File: src/rtl/csr_pkg.sv
// Shared CSR addresses, trap cause codes and controller states for csr_irq_unit.
package csr_pkg;

  localparam logic [11:0] CSR_MSTATUS   = 12'h300;
  localparam logic [11:0] CSR_MIE       = 12'h304;
  localparam logic [11:0] CSR_MTVEC     = 12'h305;
  localparam logic [11:0] CSR_MEPC      = 12'h341;
  localparam logic [11:0] CSR_MCAUSE    = 12'h342;
  localparam logic [11:0] CSR_MIP       = 12'h344;
  localparam logic [11:0] CSR_MIE_EXT   = 12'h7C0;
  localparam logic [11:0] CSR_MEXTID    = 12'h7C1;
  localparam logic [11:0] CSR_MCYCLE    = 12'hB00;
  localparam logic [11:0] CSR_MINSTRET  = 12'hB02;
  localparam logic [11:0] CSR_MCYCLEH   = 12'hB80;
  localparam logic [11:0] CSR_MINSTRETH = 12'hB82;

  localparam logic [4:0] CAUSE_MEI = 5'd11;
  localparam logic [4:0] CAUSE_MTI = 5'd7;
  localparam logic [4:0] EXT_BASE  = 5'd16;

  typedef enum logic [1:0] {IDLE, PENDING, ISR} state_t;

endpackage

File: src/rtl/csr_counter64.sv
// 64-bit free-running counter with per-half CSR load; a load takes precedence over the increment.
module csr_counter64 (
  input  logic        clk,
  input  logic        rst,
  input  logic        inc,
  input  logic        wr_lo,
  input  logic        wr_hi,
  input  logic [31:0] wdata,
  output logic [63:0] value
);

  always_ff @(posedge clk or posedge rst) begin
    if (rst) begin
      value <= '0;
    end else if (wr_lo) begin
      value[31:0] <= wdata;
    end else if (wr_hi) begin
      value[63:32] <= wdata;
    end else if (inc) begin
      value <= value + 64'd1;
    end
  end

endmodule

File: src/rtl/csr_irq_unit.sv
// Machine-mode CSR file and interrupt controller: N prioritised external lines, timer,
// direct/vectored mtvec and live mcycle/minstret.
//   state   | meaning
//   IDLE    | normal execution, interrupts sampled when MIE set
//   PENDING | trap accepted, waiting for a non-bubble instruction to redirect
//   ISR     | handler running, interrupts ignored until mret
module csr_irq_unit
  import csr_pkg::*;
#(
  parameter int          N_EXT_IRQ   = 4,
  parameter logic [31:0] MTVEC_RESET = 32'h0001_0000,
  parameter bit          VECTORED_EN = 1'b1
) (
  input  logic                 clk,
  input  logic                 rst,
  input  logic [11:0]          csr_addr,
  output logic [31:0]          csr_rdata,
  input  logic [31:0]          csr_wdata,
  input  logic                 csr_wen,
  input  logic                 retire,
  input  logic                 stall,
  input  logic                 nop,
  input  logic [31:0]          pc,
  input  logic                 mret,
  input  logic [N_EXT_IRQ-1:0] ext_irq,
  input  logic                 tm_irq,
  output logic                 trap_taken,
  output logic [31:0]          trap_target,
  output logic [31:0]          mret_target
);

  state_t                 state;
  logic                   st_mie, st_mpie, meie, mtie;
  logic [1:0]             st_mpp;
  logic [N_EXT_IRQ-1:0]   mie_ext;
  logic [31:0]            mtvec, mepc, mcause;
  logic [3:0]             mextid, claim_id;
  logic [63:0]            mcycle, minstret;
  logic                   wr, meip, irq_ext, irq_tm, take;
  logic [4:0]             vec_idx;
  logic [31:0]            tvec_base;

  assign wr      = csr_wen && !stall;
  assign meip    = |(ext_irq & mie_ext);
  assign irq_ext = meie && meip;
  assign irq_tm  = mtie && tm_irq;
  assign take    = st_mie && (irq_ext || irq_tm);

  // lowest-index enabled pending line wins
  always_comb begin
    claim_id = '0;
    for (int i = N_EXT_IRQ - 1; i >= 0; i--)
      if (ext_irq[i] && mie_ext[i]) claim_id = 4'(i);
  end

  csr_counter64 u_mcycle (
    .clk   (clk),
    .rst   (rst),
    .inc   (1'b1),
    .wr_lo (wr && csr_addr == CSR_MCYCLE),
    .wr_hi (wr && csr_addr == CSR_MCYCLEH),
    .wdata (csr_wdata),
    .value (mcycle)
  );

  csr_counter64 u_minstret (
    .clk   (clk),
    .rst   (rst),
    .inc   (retire && !stall),
    .wr_lo (wr && csr_addr == CSR_MINSTRET),
    .wr_hi (wr && csr_addr == CSR_MINSTRETH),
    .wdata (csr_wdata),
    .value (minstret)
  );

  always_comb begin
    csr_rdata = '0;
    case (csr_addr)
      CSR_MSTATUS:   csr_rdata = {19'b0, st_mpp, 3'b0, st_mpie, 3'b0, st_mie, 3'b0};
      CSR_MIE:       csr_rdata = {20'b0, meie, 3'b0, mtie, 7'b0};
      CSR_MTVEC:     csr_rdata = {mtvec[31:2], (mtvec[1] ? 2'b00 : mtvec[1:0])};
      CSR_MEPC:      csr_rdata = mepc;
      CSR_MCAUSE:    csr_rdata = mcause;
      CSR_MIP:       csr_rdata = {20'b0, meip, 3'b0, tm_irq, 7'b0};
      CSR_MIE_EXT:   csr_rdata = 32'(mie_ext);
      CSR_MEXTID:    csr_rdata = 32'(mextid);
      CSR_MCYCLE:    csr_rdata = mcycle[31:0];
      CSR_MCYCLEH:   csr_rdata = mcycle[63:32];
      CSR_MINSTRET:  csr_rdata = minstret[31:0];
      CSR_MINSTRETH: csr_rdata = minstret[63:32];
      default:       csr_rdata = '0;
    endcase
  end

  always_comb begin
    vec_idx = CAUSE_MTI;
    if (mcause[4:0] == CAUSE_MEI)
      vec_idx = (mextid != 4'd0) ? EXT_BASE + 5'(mextid) : CAUSE_MEI;
  end

  assign tvec_base   = {mtvec[31:2], 2'b00};
  assign trap_target = (mtvec[1:0] == 2'b01) ? tvec_base + {25'b0, vec_idx, 2'b00} : tvec_base;
  assign trap_taken  = (state == PENDING) && !nop;
  assign mret_target = mepc;

  // CSR writes first; hardware updates below override them in the same cycle
  always_ff @(posedge clk or posedge rst) begin
    if (rst) begin
      state   <= IDLE;
      st_mie  <= 1'b0;
      st_mpie <= 1'b0;
      st_mpp  <= 2'b00;
      meie    <= 1'b0;
      mtie    <= 1'b0;
      mie_ext <= '0;
      mtvec   <= MTVEC_RESET;
      mepc    <= '0;
      mcause  <= '0;
      mextid  <= '0;
    end else if (!stall) begin
      if (wr) begin
        case (csr_addr)
          CSR_MSTATUS: begin
            st_mpp  <= csr_wdata[12:11];
            st_mpie <= csr_wdata[7];
            st_mie  <= csr_wdata[3];
          end
          CSR_MIE: begin
            meie <= csr_wdata[11];
            mtie <= csr_wdata[7];
          end
          CSR_MTVEC:   mtvec   <= VECTORED_EN ? csr_wdata : {csr_wdata[31:2], 2'b00};
          CSR_MEPC:    mepc    <= {csr_wdata[31:2], 2'b00};
          CSR_MIE_EXT: mie_ext <= csr_wdata[N_EXT_IRQ-1:0];
          default: ;
        endcase
      end
      case (state)
        IDLE: begin
          if (take) begin
            st_mpie <= st_mie;
            st_mie  <= 1'b0;
            st_mpp  <= 2'b11;
            mcause  <= {1'b1, 26'b0, (irq_ext ? CAUSE_MEI : CAUSE_MTI)};
            if (irq_ext) mextid <= claim_id;
            state   <= PENDING;
          end else if (mret) begin
            st_mie  <= st_mpie;
            st_mpie <= 1'b1;
            st_mpp  <= 2'b11;
          end
        end
        PENDING: begin
          if (!nop) begin
            mepc  <= pc + 32'd4;
            state <= ISR;
          end
        end
        ISR: begin
          if (mret) begin
            st_mie  <= st_mpie;
            st_mpie <= 1'b1;
            st_mpp  <= 2'b11;
            state   <= IDLE;
          end
        end
        default: state <= IDLE;
      endcase
    end
  end

endmodule

File: config.mk
export PLATFORM = sky130hd
export DESIGN_NAME = csr_irq_unit
export DESIGN_NICKNAME = d
export VERILOG_FILES = /design/src/rtl/csr_pkg.sv /design/src/rtl/csr_counter64.sv /design/src/rtl/csr_irq_unit.sv
export SDC_FILE = /design/constraint.sdc
export NUM_CORES = 1
export LEC_CHECK = 0
export BUFFER_PORTS_ARGS = -buffer_cell sky130_fd_sc_hd__buf_2
export CAP_MARGIN = 20
export CORE_MARGIN = 5
export CORE_UTILIZATION = 50
export CTS_CLUSTER_SIZE = 30
export DETAILED_ROUTE_END_ITERATION = 6
export GPL_TIMING_DRIVEN = 0
export PLACE_DENSITY = 0.82
export SLEW_MARGIN = 25
export SYNTH_ARGS = -nofsm -noshare
export SYNTH_HDL_FRONTEND = slang
export SYNTH_SLANG_ARGS = --single-unit
File: constraint.sdc
create_clock -name clk -period 14 [get_ports clk]
set_input_delay 0.7 -clock clk [delete_from_list [all_inputs] [get_ports clk]]
set_output_delay 0.7 -clock clk [all_outputs]
set_load 0.01 [all_outputs]
======== Yosys cells after proc, flatten, opt, wreduce, memory -nomap -nowiden ========
Cells that the tools add are included.
operators by class
  mux-type cells .......................... 40
  equal/unequal tests ..................... 21
  add/subtract/negate cells ............... 5
  bitwise logic cells ..................... 3
  reductions and logical operators ........ 30
operators with widths
  operator                                                                  count
  32-bit case mux with 12 select lines                                      1
  32-bit two-way mux                                                        11
  64-bit by 1-bit adder with 64-bit output (second input constant)          2
  12-bit by 10-bit equality test with 1-bit output (second input constant)  6
  64-bit two-way mux                                                        1
  12-bit equality test (second input constant)                              4
  32-bit by 3-bit adder with 32-bit output (second input constant)          1
  32-bit by 7-bit adder with 32-bit output                                  1
  12-bit by 11-bit equality test with 1-bit output (second input constant)  2
  2-bit two-way mux                                                         8
  4-bit two-way mux                                                         4
  1-bit logical AND                                                         14
  3-bit AND reduction                                                       4
  5-bit two-way mux                                                         2
  1-bit two-way mux                                                         9
  4-bit AND reduction                                                       2
  2-bit != test (second input constant)                                     3
  2-bit case mux with 3 select lines                                        1
  5-bit by 4-bit adder with 5-bit output (first input constant)             1
  5-bit by 4-bit equality test with 1-bit output (second input constant)    1
  4-bit bitwise AND                                                         1
  2-bit by 1-bit equality test with 1-bit output (second input constant)    2
  2-bit by 1-bit != test with 1-bit output (second input constant)          2
  1-bit case mux with 2 select lines                                        2
  other kinds (10)                                                          14
word-level totals
  logic and storage cells ................. 114
  output and inout bits ................... 97
  flip-flop bits (word level) ............. 214

======== Logic depth before layout (Yosys ltp) ========
Gate-level depths: netlist of run 1.
  depth after elaboration ................. 7
  depth in mapped cells ................... 11
  depth with buffers taken out ............ 11

======== Modules after synthesis ========
Synthesis of run 1 repeated with hierarchy kept, for this count alone.
unflattened totals
  cells, all modules ...................... 1683
  area, all modules ....................... 14582.7 sq um
modules (own cells, without submodules)
  module         times used  cells an instance  sequential area each (sq um)  area each (sq um)
  csr_counter64  2           515                1601.5                        4270.3
  csr_irq_unit   1           653                2028.2                        6042.0

======== Worst setup path after synthesis of run 1 ========
OpenSTA, ideal clock, no wires.
  path kind ............................... register to output
  start ................................... register mcause[1]
  end ..................................... output trap_target[26]
  arrival time ............................ 2.755 ns
  stages on the path, launching flop included .. 12
  setup slack ............................. 10.545 ns
  path buffers ............................ 0
  cells stage by stage .................... dfrtp_1 and3b_1 nand3b_1 ha_1 inv_1 fa_1 nand2b_1 o21ai_0 o21ai_1 or4_1 nor2_1 xor2_1
between the ends
  longest elaborated chain between the ends .. 4
ends and longest elaborated chain
  item                                            line                 source
  start: declaration                              csr_irq_unit.sv:36   logic [31:0] mtvec, mepc, mcause;
  start signal: assignment                        csr_irq_unit.sv:144  mcause <= {1'b1, 26'b0, (irq_ext ? CAUSE_MEI : CAUSE_MTI)};
  5-bit by 4-bit equality test with 1-bit output  csr_irq_unit.sv:97   if (mcause[4:0] == CAUSE_MEI)
  5-bit two-way mux                               csr_irq_unit.sv:97
  32-bit by 7-bit adder with 32-bit output        csr_irq_unit.sv:102  assign trap_target = (mtvec[1:0] == 2'b01) ? tvec_base + {25'b0, vec_idx, 2'b00} : tvec_base;
  32-bit two-way mux                              csr_irq_unit.sv:102
  end: declaration                                csr_irq_unit.sv:28   output logic [31:0] trap_target,
No other way between the ends.

======== Worst setup path after layout of run 1 ========
  start ................................... register mcause[1]
  end ..................................... output trap_target[30]
The elaborated chain is that of the path after synthesis.

==> results of run 1 <==
-- flip-flops by register name, indices dropped and copies added, names as in the netlist --
register,flops
mcause,3
meie,1
mextid,2
mie_ext,4
mret_target,32
mtie,1
mtvec,32
st_mie,1
st_mpie,1
st_mpp,2
state,2
u_mcycle.value,64
u_minstret.value,64
-- cells by family (layout without fill, tap and decap cells) --
group                    after synthesis  in the layout  share of synthesized area (%)
XOR/XNOR                              96             96                           6.05
flip-flops                           209            209                           37.6
buffers and inverters                125            349                           3.67
multiplexers                          48             48                           3.82
adder cells (fa/ha/maj)                9              9                          0.846
AO/OA/AOI/OAI                        415            415                           20.8
other                                  1              3                         0.0270
AND/OR/NAND/NOR                      733            733                           27.1
-- stage by stage --
stage | instance area, um2 | hold slack (ps) | instances | total power [mW]
after global routing | 16200 | 198 | 2239 | 1.49
after detailed placement | 15400 | 519 | 2195 | 0.794
after global placement | 15300 | 503 | 2193 | 0.790
after floorplan | 13900 | 482 | 1637 | 0.726
after CTS | 16200 | 188 | 2239 | 1.45
final | 16200 | 158 | 2240 | 1.46
-- Yosys cell counts, types with 18 or more instances --
library cell	n
or4_1	20
or3_1	20
xnor2_1	51
nand3_1	108
o211ai_1	26
inv_1	24
nor4_1	21
dfrtp_1	208
nor3_1	52
and4_1	18
nand4_1	66
o22ai_1	38
a21oi_1	71
and3_1	31
nand2_1	205
o21ai_0	88
o311ai_0	22
mux2_2	41
nor2_1	121
a222oi_1	53
a22oi_1	40
clkbuf_1	86
xor2_1	45
-- worst paths after layout --
| check | from | end |
|---|---|---|
| worst max-delay path | mcause[1]$_DFFE_PP0P_ | trap_target[30] |
| worst min-delay path | rst | u_minstret.value[56]$_DFFE_PP0P_ |
| worst max register to register | u_minstret.value[0]$_DFFE_PP0P_ | u_minstret.value[44]$_DFFE_PP0P_ |
| worst min register to register | mtie$_DFFE_PP0P_ | mtie$_DFFE_PP0P_ |
| max in group asynchronous | rst | mtvec[6]$_DFFE_PP0P_ |
| min in group clk | pc[2] | mret_target[2]$_DFFE_PP0N_ |
-- layout make-up --
class / instances / area (um2)
inverters: 24 / 97.6
clock buffers: 36 / 727
flip-flops and latches: 209 / 5230
multi-input cells: 1303 / 8200
diodes: 1 / 2.50
plain buffers: 101 / 420
well taps: 378 / 473
clock inverters: 8 / 90.1
fillers: 2552 / 11400
repair buffers: 180 / 946
-- power by group --
part | total [mW] | switching, mW | internal [mW]
combinational | 0.124 | 0.0807 | 0.0432
sequential | 0.667 | 0.0416 | 0.625
clock | 0.670 | 0.276 | 0.394
-- worst register-to-register path, delay by kind of cell (launching register included) --
family                     cells  cell delay, ps
and+or+nand+nor                4            1930
AOI/OAI and AO/OA              2             430
DFF                            1             500
adders and majority gates      1             320
-- placed cells by master, fill, tap and decap left out, types with 8 or more instances in the layout --
cell         n
clkbuf_1    91
or3_1       20
o311ai_0    22
nand4_1     66
nor2_1     121
mux2_2      41
o21ai_0     88
nand2_1    205
a31oi_1     12
nand3_1    108
a21oi_1     71
a22oi_1     40
xor2_1      45
xnor2_1     51
and2_1      11
dfrtp_1    208
and3_1      31
o211ai_1    26
o22ai_1     38
a222oi_1    53
clkbuf_8     8
nor2b_1      9
and4_1      18
inv_1       23
clkbuf_16   25
or4_1       20
nor4_1      18
nor3_1      51
buf_2      185
nand2b_1    14
-- layer usage --
metal | track usage, % | up-vias | part of all wire (%)
met5 | 0 | - | 0.028
met3 | 9.98 | 232 | 14
li1 | - | 6687 | -
met4 | 17.0 | 2 | 5.5
met2 | 56.9 | 1204 | 43
met1 | 48.8 | 7476 | 37
==> summary.md, run 1 <==
| Metric | Value |
|---|---|
| VDD IR-drop max | `0.0000679 V` |
| Initial Util | `50.3%` |
| Worst Skew | `14.9 ps` |
| Critical Path, Cell by Cell | `and3b_1, nand3b_1, ha_1, inv_1, fa_1, nand2b_1, o21ai_0, o21ai_1, or4_1, nor2_1, xor2_1, buf_2` |
| Fin. Hold Viols | `0` |
| CP max-delay cell | `or4_1` |
| Global Route Usage Sum | `37.0%` |
| Setup bufs post-CTS | `0` |
| Synth top area share | `37.4%` |
| Distinct cells, synth | `83` |
| Clock buffer depth | `3` |
| Initial antenna violation count | `2` |
| Fin nets | `1939` |
| Die footprint | `31200 um2` |
| Die X | `177 um` |
| Post_cts resized | `0` |
| Worst setup path class | `flop to output pin` |
| Routed WL | `60.2 mm` |
| Fin crit period | `4610 ps` |
| Setup crit end kind | `output pin` |
| Drt pass-1 iters | `7` |
| Setup violations, final | `0` |
| Largest stage delay on the critical path | `730 ps` |
| WL per Instance | `26.9 um` |
| Core area | `27600 um2` |
| Final design utilization | `58.6%` |
| Starting DRT DRC Count | `2627` |
| Final setup margin | `9390 ps` |
| Reg2Reg Setup Slack | `10700 ps` |
| Pre-CTS setup slack | `9730 ps` |
| R2r worst-path depth | `7` |
| Vias | `15600` |
| Setup TNS | `0 ps` |
| Area of the mapped netlist | `13900 um2` |
| Post-synth ARST share | `100%` |
| HP Class | `primary input to asynchronous set/reset pin` |
| Proportion of layout cells with a drive suffix above 1 | `16.4%` |
| Power density over cell area | `90.3 nW/um2` |
| Max_cap viols | `0` |
| Number of global-route vias before repair | `14700` |
| CP arrival | `3910 ps` |
| Relative slew slack | `27.0%` |
| Num Clock Sinks | `209` |
| Hold buffer count at CTS | `0` |
| Largest net degree at the start of global routing | `84` |
| Syn. warnings | `0` |
| Clk slew on worst S/H paths | `60 ps` |
| Sequential area share after synthesis | `37.6%` |
| Rows | `61` |
| Post-DRT Antenna Nets | `0` |
| CTS Root Buffer Type | `clkbuf_16` |
| Slew Viols, Final | `0` |
| Die Height | `177 um` |
| Buf/Inv on CP | `2` |
| Total CTS buffers | `24` |
| I/O Pins | `185` |
| Critical path depth | `12` |
| Number of port buffers | `178` |
| RSZ-0062 raised after global routing | `false` |
| H-Tree Depth | `1` |
| Fin crit share | `32.9%` |
| CTS tree | `yes` |
| Top post-synthesis cells by area | `dfrtp_1 37%, nand2_1 5.5%, nand3_1 3.9%, a222oi_1 3.8%, mux2_2 3.3%` |
| DR vias/cell | `6.96` |
| DP HPWL | `45.7 mm` |
| Layout area overhead | `16.4%` |
| First-pass GRT wire length | `88.8 mm` |
| Leak Pwr | `6.70 nW` |
| Synthesized area per cell | `8.50 um2` |
| GRT Residual Overflow | `0` |
| Synth Flop Type | `dfrtp_1` |
| Type of origin of the critical path | `flop` |
| Worst EP required | `13300 ps` |
| Crit-path max FO | `7` |
| Worst skew pair latency | `550 ps` |
| DRC | `11` |
| EDFF count, synth | `0` |
| Final RePlAce weighted congestion | `1.04` |
| Status | `finished, violations left` |
| Violated checks | `design-rule violations` |
| Crit-path leading delay family | `simple AND/OR/NAND/NOR gates` |
| Synthesized flop and latch total | `209` |
| Largest area contributor in the netlist | `dfrtp_1` |
| Worst slew pin tran | `1090 ps` |
| Mapped Cells | `1636` |
| FMAX | `217 MHz` |
(Power assumes the default switching activity.)
==> run 2: changes to the inputs <==
--- a/config.mk
+++ b/config.mk
@@ -12,7 +12,7 @@
 export CTS_CLUSTER_SIZE = 30
 export DETAILED_ROUTE_END_ITERATION = 6
 export GPL_TIMING_DRIVEN = 0
-export PLACE_DENSITY = 0.82
+export PLACE_DENSITY = 0.84
 export SLEW_MARGIN = 25
 export SYNTH_ARGS = -nofsm -noshare
 export SYNTH_HDL_FRONTEND = slang
==> constraint.sdc (replaced) <==
create_clock -name clk -period 4 [get_ports clk]
set_input_delay 0.2 -clock clk [delete_from_list [all_inputs] [get_ports clk]]
set_output_delay 0.2 -clock clk [all_outputs]
set_load 0.01 [all_outputs]
==> run 2 against run 1 <==
The run still ends with design-rule violations left. First-iteration DRC count fell by 1.1%. Hold slack worse by 160 ps. Sequential power grew to 3.5 times the previous value. Design area rose by 3.0%. Clock skew is 26 ps higher. Worst setup slack got worse by 9300 ps. Combinational power increased to 3.8 times the previous value. Largest cell class unchanged. Largest power group unchanged.
==> summary.md, run 2 (synthesized netlist as in run 1, its figures left out) <==
| Metric | Value |
|---|---|
| Vias | `15900 (+2.1%)` |
| CP max-delay cell | `or4_4` |
| Setup violations, final | `0 (unchanged)` |
| Proportion of layout cells with a drive suffix above 1 | `16.7% (+0.34 points)` |
| Final setup margin | `55.2 ps (-9340 ps)` |
| Die footprint | `31200 um2 (unchanged)` |
| Total CTS buffers | `26 (+8.3%)` |
| Global Route Usage Sum | `38.4% (+1.5 points)` |
| Combinational Power Share | `8.8% (+0.3 points)` |
| Largest regs | `u_mcycle.value (64), u_minstret.value (64)` |
| Worst Skew | `41.3 ps (+26.4 ps)` |
| Clock power frac | `47.1% (+1.2 points)` |
| Worst slew pin tran | `1070 ps (-18.7 ps)` |
| Status | `finished, violations left` |
| Die X | `177 um (unchanged)` |
| Sw Ratio | `28.0% (+0.73 points)` |
| Violated checks | `design-rule violations` |
| VDD IR-drop max | `0.000294 V (+330%)` |
| Power Internal | `3.82 mW (+260%)` |
| Most frequent cells in the layout | `208 x dfrtp_1, 205 x nand2_1, 185 x buf_2` |
| Final design utilization | `60.3% (+1.8 points)` |
| Worst skew pair latency | `580 ps (+30 ps)` |
| Slew Viols, Final | `0 (unchanged)` |
| Crit-path leading delay family | `simple AND/OR/NAND/NOR gates` |
| Final Power | `5.31 mW (+260%)` |
| Clk slew on worst S/H paths | `60 ps (about the same)` |
| Final RePlAce weighted congestion | `1.02 (-2.1%)` |
| Initial Util | `50.3% (unchanged)` |
| Net Sw Power | `1.49 mW (+270%)` |
| Max_cap viols | `0 (unchanged)` |
| I/O Pins | `185 (unchanged)` |
| Worst EP required | `3800 ps (-9500 ps)` |
| Fin. Hold Viols | `0 (unchanged)` |
| H-Tree Depth | `1 (unchanged)` |
| Buf/Inv on CP | `2 (unchanged)` |
| Num Clock Sinks | `209 (unchanged)` |
| DRC | `4 (-7)` |
| Rows | `61 (unchanged)` |
| Largest stage delay on the critical path | `620 ps (-110 ps)` |
| Routed WL | `61.9 mm (+2.8%)` |
| Hold Slack | `2.05 ps (-156 ps)` |
| Initial antenna violation count | `1 (-1)` |
| Worst setup path class | `flop to output pin` |
| Largest net degree at the start of global routing | `34 (-60%)` |
| Crit-path max FO | `6 (-1)` |
| CTS Root Buffer Type | `clkbuf_16` |
| FMAX | `253 MHz` |
| Fin nets | `1977 (+2.0%)` |
| Post-DRT Antenna Nets | `0 (unchanged)` |
| GRT Residual Overflow | `0 (unchanged)` |
| Critical Path, Cell by Cell | `and3b_1, nand3b_1, ha_1, inv_1, fa_1, nand2b_1, o21ai_0, o21ai_2, or4_4, nor2_1, xor2_1, buf_2` |
| Power share of the sequential group | `44.1% (-1.6 points)` |
| Clock buffer depth | `3 (unchanged)` |
| Number of global-route vias before repair | `15500 (+5.6%)` |
| Core area | `27600 um2 (unchanged)` |
| DR vias/cell | `6.98 (+0.28%)` |
| CTS tree | `yes` |
| Starting DRT DRC Count | `2599 (-1.1%)` |
| Leak Pwr | `6.89 nW (+2.8%)` |
| Layout area overhead | `19.9%` |
| Setup crit end kind | `output pin` |
| Power density over cell area | `318 nW/um2 (+250%)` |
| Relative slew slack | `28.3% (+1.3 points)` |
| Die Height | `177 um (unchanged)` |
| Fin crit share | `98.6%` |
| CP arrival | `3740 ps (-170 ps)` |
| HP Class | `primary input to flop` |
| Type of origin of the critical path | `flop` |
| DP HPWL | `46.5 mm (+1.7%)` |
| First-pass GRT wire length | `92.8 mm (+4.6%)` |
| Fin crit period | `3940 ps` |
| WL per Instance | `27.1 um (+1.0%)` |
| Number of port buffers | `178 (unchanged)` |
| Drt pass-1 iters | `7 (unchanged)` |
| Pre-CTS setup slack | `421 ps (-9310 ps)` |
| Most common cell after layout, fill and taps aside | `dfrtp_1` |
## run 2: changes by cell type in the layout (fill, tap and decap cells not counted), sizes merged
| cell | delta |
|---|---|
| bufinv | +1 |
| inv | +3 |
| dlygate4sd3 | +30 |
| clkinvlp | +4 |
| diode | +1 |
| clkinv | -2 |
| clkbuf | -3 |
| buf | +7 |
## run 2: layer usage
metal	GRT usage (%)	wire length, um	vias to the layer above
met5	0	0	-
met4	19.3	3750	0
met1	49.0	22300	7612
li1	-	-	6762
met3	12.2	8840	282
met2	59.1	27000	1275
## run 2: per-stage QoR
step	instance area, um2	instances	TNS, ps
floorplan	13900	1637	0
global placement	15300	2193	-68930
detailed placement	15400	2200	0
CTS	16600	2278	0
global route	16700	2280	-24.2
finish	16700	2281	0
## run 2: area by class of cell
| cell class | count | area (um2) |
|---|---|---|
| tap | 378 | 473 |
| fill | 2395 | 11000 |
| timing repair buffer | 217 | 1350 |
| sequential | 209 | 5230 |
| multi-input combinational | 1303 | 8210 |
| clock inverter | 14 | 195 |
| buffer | 100 | 417 |
| clock buffer | 34 | 701 |
| antenna | 2 | 5.00 |
| inverter | 24 | 93.8 |
## run 2: power by group through the flow
stage | clock network (mW) | logic [mW] | registers, mW
final | 2.50 | 0.469 | 2.34
after global routing | 2.57 | 0.506 | 2.34
after CTS | 2.49 | 0.455 | 2.33
after detailed placement | 0 | 0.430 | 2.36
after global placement | 0 | 0.402 | 2.36
after floorplan | 0 | 0.225 | 2.32
## run 2: worst register-to-register path: stages, from the launching register on
cell,delay [ps]
dfrtp_1,530
ha_1,320
nand3_1,180
nor4_2,880
nand4_1,440
nor4_1,450
o21ai_0,130
a221o_1,310
## run 2: path summary, 6_finish.rpt
| check | startpoint | end | slack (ps) | cells past startpoint |
|---|---|---|---|---|
| hold reg to reg | meie$_DFFE_PP0P_ | mextid[1]$_DFFE_PP0P_ | 530 | 1 |
| hold / removal | pc[24] | mret_target[24]$_DFFE_PP0N_ | 2 | 3 |
| max in group asynchronous | rst | mtvec[16]$_DFFE_PP1P_ | 2820 | 6 |
| min in group asynchronous | rst | u_minstret.value[61]$_DFFE_PP0P_ | 180 | 3 |
| setup / recovery | mcause[1]$_DFFE_PP0P_ | trap_target[30] | 60 | 12 |
| setup reg to reg | u_minstret.value[0]$_DFFE_PP0P_ | u_minstret.value[44]$_DFFE_PP0P_ | 670 | 7 |
## run 2: repair_timing
action | in CTS | in global routing
endpoints found under the hold margin | 91 | 0
setup buffers | 0 | 2
resized for setup | 1 | 1
setup endpoints to repair | 3 | 8
hold buffers | 30 | 0
pin swaps | 0 | 1
